<file path="src/rtl/acc_op_sequencer.sv">
// ---------------------------------------------------------------------------
// acc_op_sequencer
//
// Command sequencer sitting directly in front of the accumulator register
// stage. Accepts one command per valid/ready handshake and expands it into a
// run of rep+1 consecutive per-cycle strobes for the accumulator:
//   s1 : add operand r2 to the accumulator
//   s2 : increment the accumulator
// Supported operations: WAIT (no strobe), ADD (s1 with the operand), INC (s2)
// and SUB (s1 with the two's-complement negated operand). done pulses on the
// last strobe cycle of every command, including WAIT.
//
// Ports
//   clk        in   rising-edge clock
//   rst        in   asynchronous, active-high reset
//   cmd_valid  in   command present
//   cmd_ready  out  command can be accepted this cycle
//   cmd_op     in   00 WAIT, 01 ADD, 10 INC, 11 SUB
//   cmd_arg    in   operand for ADD/SUB (ignored for WAIT/INC)
//   cmd_rep    in   repeat count, command occupies cmd_rep+1 strobe cycles
//   flush      in   synchronous abort of the command in progress
//   s1         out  registered add strobe
//   s2         out  registered increment strobe
//   r2         out  registered operand (zero whenever s1 is low)
//   busy       out  a command is being issued
//   done       out  last strobe cycle of the current command
// ---------------------------------------------------------------------------
module acc_op_sequencer #(
  parameter int WIDTH = 4,
  parameter int CNT_W = 4
) (
  input  logic             clk,
  input  logic             rst,
  input  logic             cmd_valid,
  output logic             cmd_ready,
  input  logic [1:0]       cmd_op,
  input  logic [WIDTH-1:0] cmd_arg,
  input  logic [CNT_W-1:0] cmd_rep,
  input  logic             flush,
  output logic             s1,
  output logic             s2,
  output logic [WIDTH-1:0] r2,
  output logic             busy,
  output logic             done
);

  typedef enum logic {
    IDLE  = 1'b0,
    ISSUE = 1'b1
  } state_t;

  localparam logic [1:0] OP_WAIT = 2'b00;
  localparam logic [1:0] OP_ADD  = 2'b01;
  localparam logic [1:0] OP_INC  = 2'b10;
  localparam logic [1:0] OP_SUB  = 2'b11;

  // Two's-complement negation modulo 2^WIDTH; an operand of 0 stays 0.
  function automatic logic signed [WIDTH-1:0] neg_wrap(
    input logic signed [WIDTH-1:0] a
  );
    logic signed [WIDTH-1:0] one;
    one = WIDTH'(1);
    return (~a) + one;
  endfunction

  // Decoded strobe set for a newly accepted command.
  state_t                  state_p1, state_p0;
  logic [CNT_W-1:0]        cnt_p1, cnt_p0;
  logic                    s1_p1, s1_p0;
  logic                    s2_p1, s2_p0;
  logic signed [WIDTH-1:0] r2_p1, r2_p0;

  logic                    ld_s1, ld_s2;
  logic signed [WIDTH-1:0] ld_r2;
  logic                    last_cyc;
  logic                    ready_core;
  logic                    accept;

  assign last_cyc = (state_p1 == ISSUE) && (cnt_p1 == '0);

  // ready_core deliberately excludes rst: while rst is high every register is
  // held in reset, so the handshake only has to be masked at the port.
  assign ready_core = (state_p1 == IDLE) || (last_cyc && !flush);
  assign accept     = cmd_valid && ready_core;

  always_comb begin
    ld_s1 = 1'b0;
    ld_s2 = 1'b0;
    ld_r2 = '0;
    case (cmd_op)
      OP_ADD: begin
        ld_s1 = 1'b1;
        ld_r2 = $signed(cmd_arg);
      end
      OP_INC: begin
        ld_s2 = 1'b1;
      end
      OP_SUB: begin
        ld_s1 = 1'b1;
        ld_r2 = neg_wrap($signed(cmd_arg));
      end
      OP_WAIT: begin
        ld_s1 = 1'b0;
      end
      default: begin
        ld_s1 = 1'b0;
      end
    endcase
  end

  // Next-state / next-strobe selection. Strobes are constant for the whole
  // command, so they only change on a load or when leaving ISSUE.
  always_comb begin
    state_p0 = state_p1;
    cnt_p0   = cnt_p1;
    s1_p0    = s1_p1;
    s2_p0    = s2_p1;
    r2_p0    = r2_p1;
    case (state_p1)
      IDLE: begin
        if (accept) begin
          state_p0 = ISSUE;
          cnt_p0   = cmd_rep;
          s1_p0    = ld_s1;
          s2_p0    = ld_s2;
          r2_p0    = ld_r2;
        end
      end
      ISSUE: begin
        if (flush) begin
          state_p0 = IDLE;
          cnt_p0   = '0;
          s1_p0    = 1'b0;
          s2_p0    = 1'b0;
          r2_p0    = '0;
        end else if (cnt_p1 != '0) begin
          cnt_p0 = cnt_p1 - CNT_W'(1);
        end else if (accept) begin
          // Back-to-back: next command starts with no bubble.
          state_p0 = ISSUE;
          cnt_p0   = cmd_rep;
          s1_p0    = ld_s1;
          s2_p0    = ld_s2;
          r2_p0    = ld_r2;
        end else begin
          state_p0 = IDLE;
          s1_p0    = 1'b0;
          s2_p0    = 1'b0;
          r2_p0    = '0;
        end
      end
      default: begin
        state_p0 = IDLE;
        cnt_p0   = '0;
        s1_p0    = 1'b0;
        s2_p0    = 1'b0;
        r2_p0    = '0;
      end
    endcase
  end

  // ---- stage p1: state, repeat counter and registered strobes ----
  always_ff @(posedge clk or posedge rst) begin
    if (rst) begin
      state_p1 <= IDLE;
      cnt_p1   <= '0;
      s1_p1    <= 1'b0;
      s2_p1    <= 1'b0;
      r2_p1    <= '0;
    end else begin
      state_p1 <= state_p0;
      cnt_p1   <= cnt_p0;
      s1_p1    <= s1_p0;
      s2_p1    <= s2_p0;
      r2_p1    <= r2_p0;
    end
  end

  assign cmd_ready = ready_core && !rst;
  assign busy      = (state_p1 == ISSUE);
  assign done      = last_cyc;
  assign s1        = s1_p1;
  assign s2        = s2_p1;
  assign r2        = r2_p1;

endmodule
</file>
<file path="config.mk">
export PLATFORM = sky130hd
export DESIGN_NAME = acc_op_sequencer
export DESIGN_NICKNAME = d
export VERILOG_FILES = /design/src/rtl/acc_op_sequencer.sv
export SDC_FILE = /design/constraint.sdc
export NUM_CORES = 1
export LEC_CHECK = 0
export CAP_MARGIN = 20
export CORE_ASPECT_RATIO = 1.1
export CORE_MARGIN = 5
export CORE_UTILIZATION = 35
export CTS_CLUSTER_SIZE = 28
export DETAILED_ROUTE_END_ITERATION = 7
export RECOVER_POWER = 50
export SLEW_MARGIN = 40
export SYNTH_ARGS = -nofsm -noshare
export SYNTH_HDL_FRONTEND = slang
export SYNTH_SLANG_ARGS = --single-unit
</file>
<file path="constraint.sdc">
create_clock -name clk -period 2.26 [get_ports clk]
set_clock_uncertainty 0.05 [all_clocks]
set_input_delay 0.678 -clock clk [delete_from_list [all_inputs] [get_ports clk]]
set_output_delay 0.678 -clock clk [all_outputs]
set_load 0.02 [all_outputs]
</file>
==> flow_metrics.env <==
export IMPL_fin_crit_ns=2.226
export IMPL_fp_coreArea_um2=1802
export IMPL_final_hold_violation_count=0
export IMPL_worstSkewPairLatency_ns=0.27
export IMPL_max_clock_freq_ghz=0.4493
export IMPL_grt_max_degree=12
export IMPL_die_area_um2=2910
export IMPL_drtAntennaViolNets=0
export IMPL_critPathKind="reg2out"
export IMPL_dp_final_hpwl_mm=1.355
export IMPL_grt_pass1_vias=654
export IMPL_synth_avg_cell_area_um2=9.936
export IMPL_finalPower_mw=1.125
export IMPL_synth_cell_types=26
export IMPL_seq_area_frac_synth_pct=40.74
export IMPL_antenna_diode_count=0
export IMPL_fillCellCount=185
export IMPL_reg2reg_slack_ns=0.57
export IMPL_vias_per_cell=5.063
export IMPL_io_pins=23
export IMPL_leakagePower_nw=0.4851
export IMPL_wl_mm=1.717
export IMPL_netlist_instances=68
export IMPL_fp_row_count=16
export IMPL_fp_dieH_um=56.08
export IMPL_globalplace_congestion=0.8182
export IMPL_grt_overflow=0
export IMPL_wl_per_cell_um=13.63
export IMPL_setup_viol=0
export IMPL_status="complete, no violations"
export IMPL_track_usage_pct=13.09
export IMPL_slew_limit_headroom_pct=69.44
export IMPL_cts_htree_levels=1
export IMPL_layout_commonest_cell="clkdlybuf4s50_1"
export IMPL_initial_utilization_pct=37.50
export IMPL_grt_pass1_wl_mm=2.925
export IMPL_clockRootBuffer="clkbuf_4"
export IMPL_synth_area_um2=675.6
export IMPL_rsz0062_at_grt="true"
export IMPL_crit_required_ns=1.53
export IMPL_syn2layout_area_growth_pct=59.82
export IMPL_tightest_slew_ns=0.4579
export IMPL_cp_max_fo=2
export IMPL_tns_ns=0
export IMPL_vias=638
export IMPL_clk_pin_slew_ns=0.07
export IMPL_cp_end_kind="output pin"
export IMPL_synth_net_count=85
export IMPL_die_width_um=51.89
export IMPL_arrival_ns=1.50
export IMPL_layout_common_cells="clkdlybuf4s50_1 (18), buf_4 (17), inv_1 (12)"
export IMPL_initialDrtViolationCount=7
export IMPL_numPortBuffers=22
export IMPL_hold_class="reg2reg"
export IMPL_clk_path_buf_depth=2
export IMPL_synth_seq_cells=11
export IMPL_yosysWarnings=0
export IMPL_fin_crit_sh_pct=98.48
export IMPL_cts_tree="done"
export IMPL_clock_sinks=11
export IMPL_slew_violations=0
export IMPL_critPathLaunchType="register"
export IMPL_power_density_nw_per_um2=1042
export IMPL_layout_drive_gt1_share_pct=30.56
export IMPL_fin_nets=126
export IMPL_post_route_drc_count=0
export IMPL_ir_worst_vdd_uv=493.7
export IMPL_numCtsBuffers=3
export IMPL_antenna_found_initial=0
export IMPL_hold_buffers=0
export IMPL_drt_pass1_iter_count=4
export IMPL_maxCapViolCount=0
-- per-layer routing --
metal | global-route usage [%] | part of all wire [%] | vias up | routed length [µm]
met5 | 0 | 0 | - | 0
met4 | 5.618 | 0.70 | 0 | 12
met3 | 1.877 | 3.4 | 2 | 59
met2 | 21.18 | 51 | 14 | 872
met1 | 16.86 | 45 | 305 | 773
li1 | - | - | 317 | -
-- cells by family (layout without fill, tap and decap cells) --
group,after synthesis,after routing,synth area share (%)
compound gates,19,19,23.89
xor+xnor,2,2,2.593
fa+ha+maj,3,3,5.556
buf+inv,16,56,10.18
flops,11,11,40.74
mux,3,3,4.445
simple gates,14,14,12.59
-- worst max-delay path, cell delays in order (launching register included) --
cell and delay [ns]:
dfrtp_1 0.40, inv_2 0.08, ha_4 0.13, or3b_4 0.39
nor2_4 0.11, buf_6 0.12
-- metrics by stage --
step / hold WS (ns) / instance area (µm²) / setup WS (ns) / instances / util, %
final: 0.4771 / 1080 / 0.03438 / 126 / 59.93
after CTS: 0.4822 / 1036 / 0.004618 / 124 / 57.50
after floorplan: 0.4574 / 675.6 / 0.07684 / 68 / -
after global routing: 0.5127 / 1080 / -0.04113 / 126 / 59.93
after detailed placement: 0.4675 / 1007 / -0.6852 / 120 / 55.90
after global placement: 0.4619 / 1007 / -0.6883 / 120 / 55.90
-- flip-flops by register name (all words and copies together) (netlist names) --
register and flops:
cnt_p1 4, r2 4, busy 1, s1 1, s2 1
-- path summary, 6_finish.rpt --
path	start	to	cells past startpoint
hold reg to reg	r2[0]	r2[0]	2
setup reg to reg	cnt_p1[0]	r2[1]	6
hold / removal	r2[0]	r2[0]	2
max in group asynchronous	rst	s2	2
setup / recovery	cnt_p1[0]	done	5
min in group asynchronous	rst	cnt_p1[3]	2
-- power by group --
| group | internal [mW] | leakage (nW) | switching [mW] | total (mW) |
|---|---|---|---|---|
| combinational | 0.376 | 0.327 | 0.309 | 0.685 |
| clock | 0.0682 | 0.0150 | 0.0684 | 0.137 |
| sequential | 0.255 | 0.143 | 0.0487 | 0.304 |
| total | 0.700 | 0.485 | 0.426 | 1.13 |
-- layout make-up --
class	instances	area, µm²	share of cell area [%]
clock buffers	4	26.28	2.433
inverters	14	52.55	4.867
multi-input cells	41	362.8	33.60
flip-flops and latches	11	275.3	25.49
well taps	18	22.52	2.086
repair buffers	38	340.3	31.52
-- cells in the mapped netlist --
| library cell | instances | area (µm²) |
|---|---|---|
| nand2_1 | 3 | 11.26 |
| nor2_2 | 1 | 6.260 |
| clkbuf_2 | 1 | 5.000 |
| xnor2_1 | 1 | 8.760 |
| o32ai_2 | 1 | 16.27 |
| a22o_1 | 1 | 8.760 |
| xor2_1 | 1 | 8.760 |
| inv_1 | 14 | 52.55 |
| a21oi_4 | 1 | 16.27 |
| o31ai_1 | 1 | 7.510 |
| nor2b_1 | 3 | 18.77 |
| mux2i_1 | 3 | 30.03 |
| o21ai_1 | 1 | 5.000 |
| and2b_1 | 1 | 7.510 |
| o31a_2 | 1 | 10.01 |
| o211ai_1 | 4 | 30.03 |
| nor4_1 | 1 | 6.260 |
| nor4b_2 | 1 | 15.01 |
| nor2_1 | 3 | 11.26 |
| o311ai_1 | 2 | 17.52 |
| buf_6 | 1 | 11.26 |
| dfrtp_1 | 11 | 275.3 |
| ha_1 | 3 | 37.54 |
| or3b_1 | 1 | 8.760 |
| o22ai_1 | 6 | 37.54 |
| o211ai_2 | 1 | 12.51 |
-- what timing repair did --
action                     in CTS  in global routing
buffers inserted                0                  2
pin swaps                       1                  3
resized for setup              13                  9
setup endpoints to repair       2                  2
(Power assumes the default switching activity.)
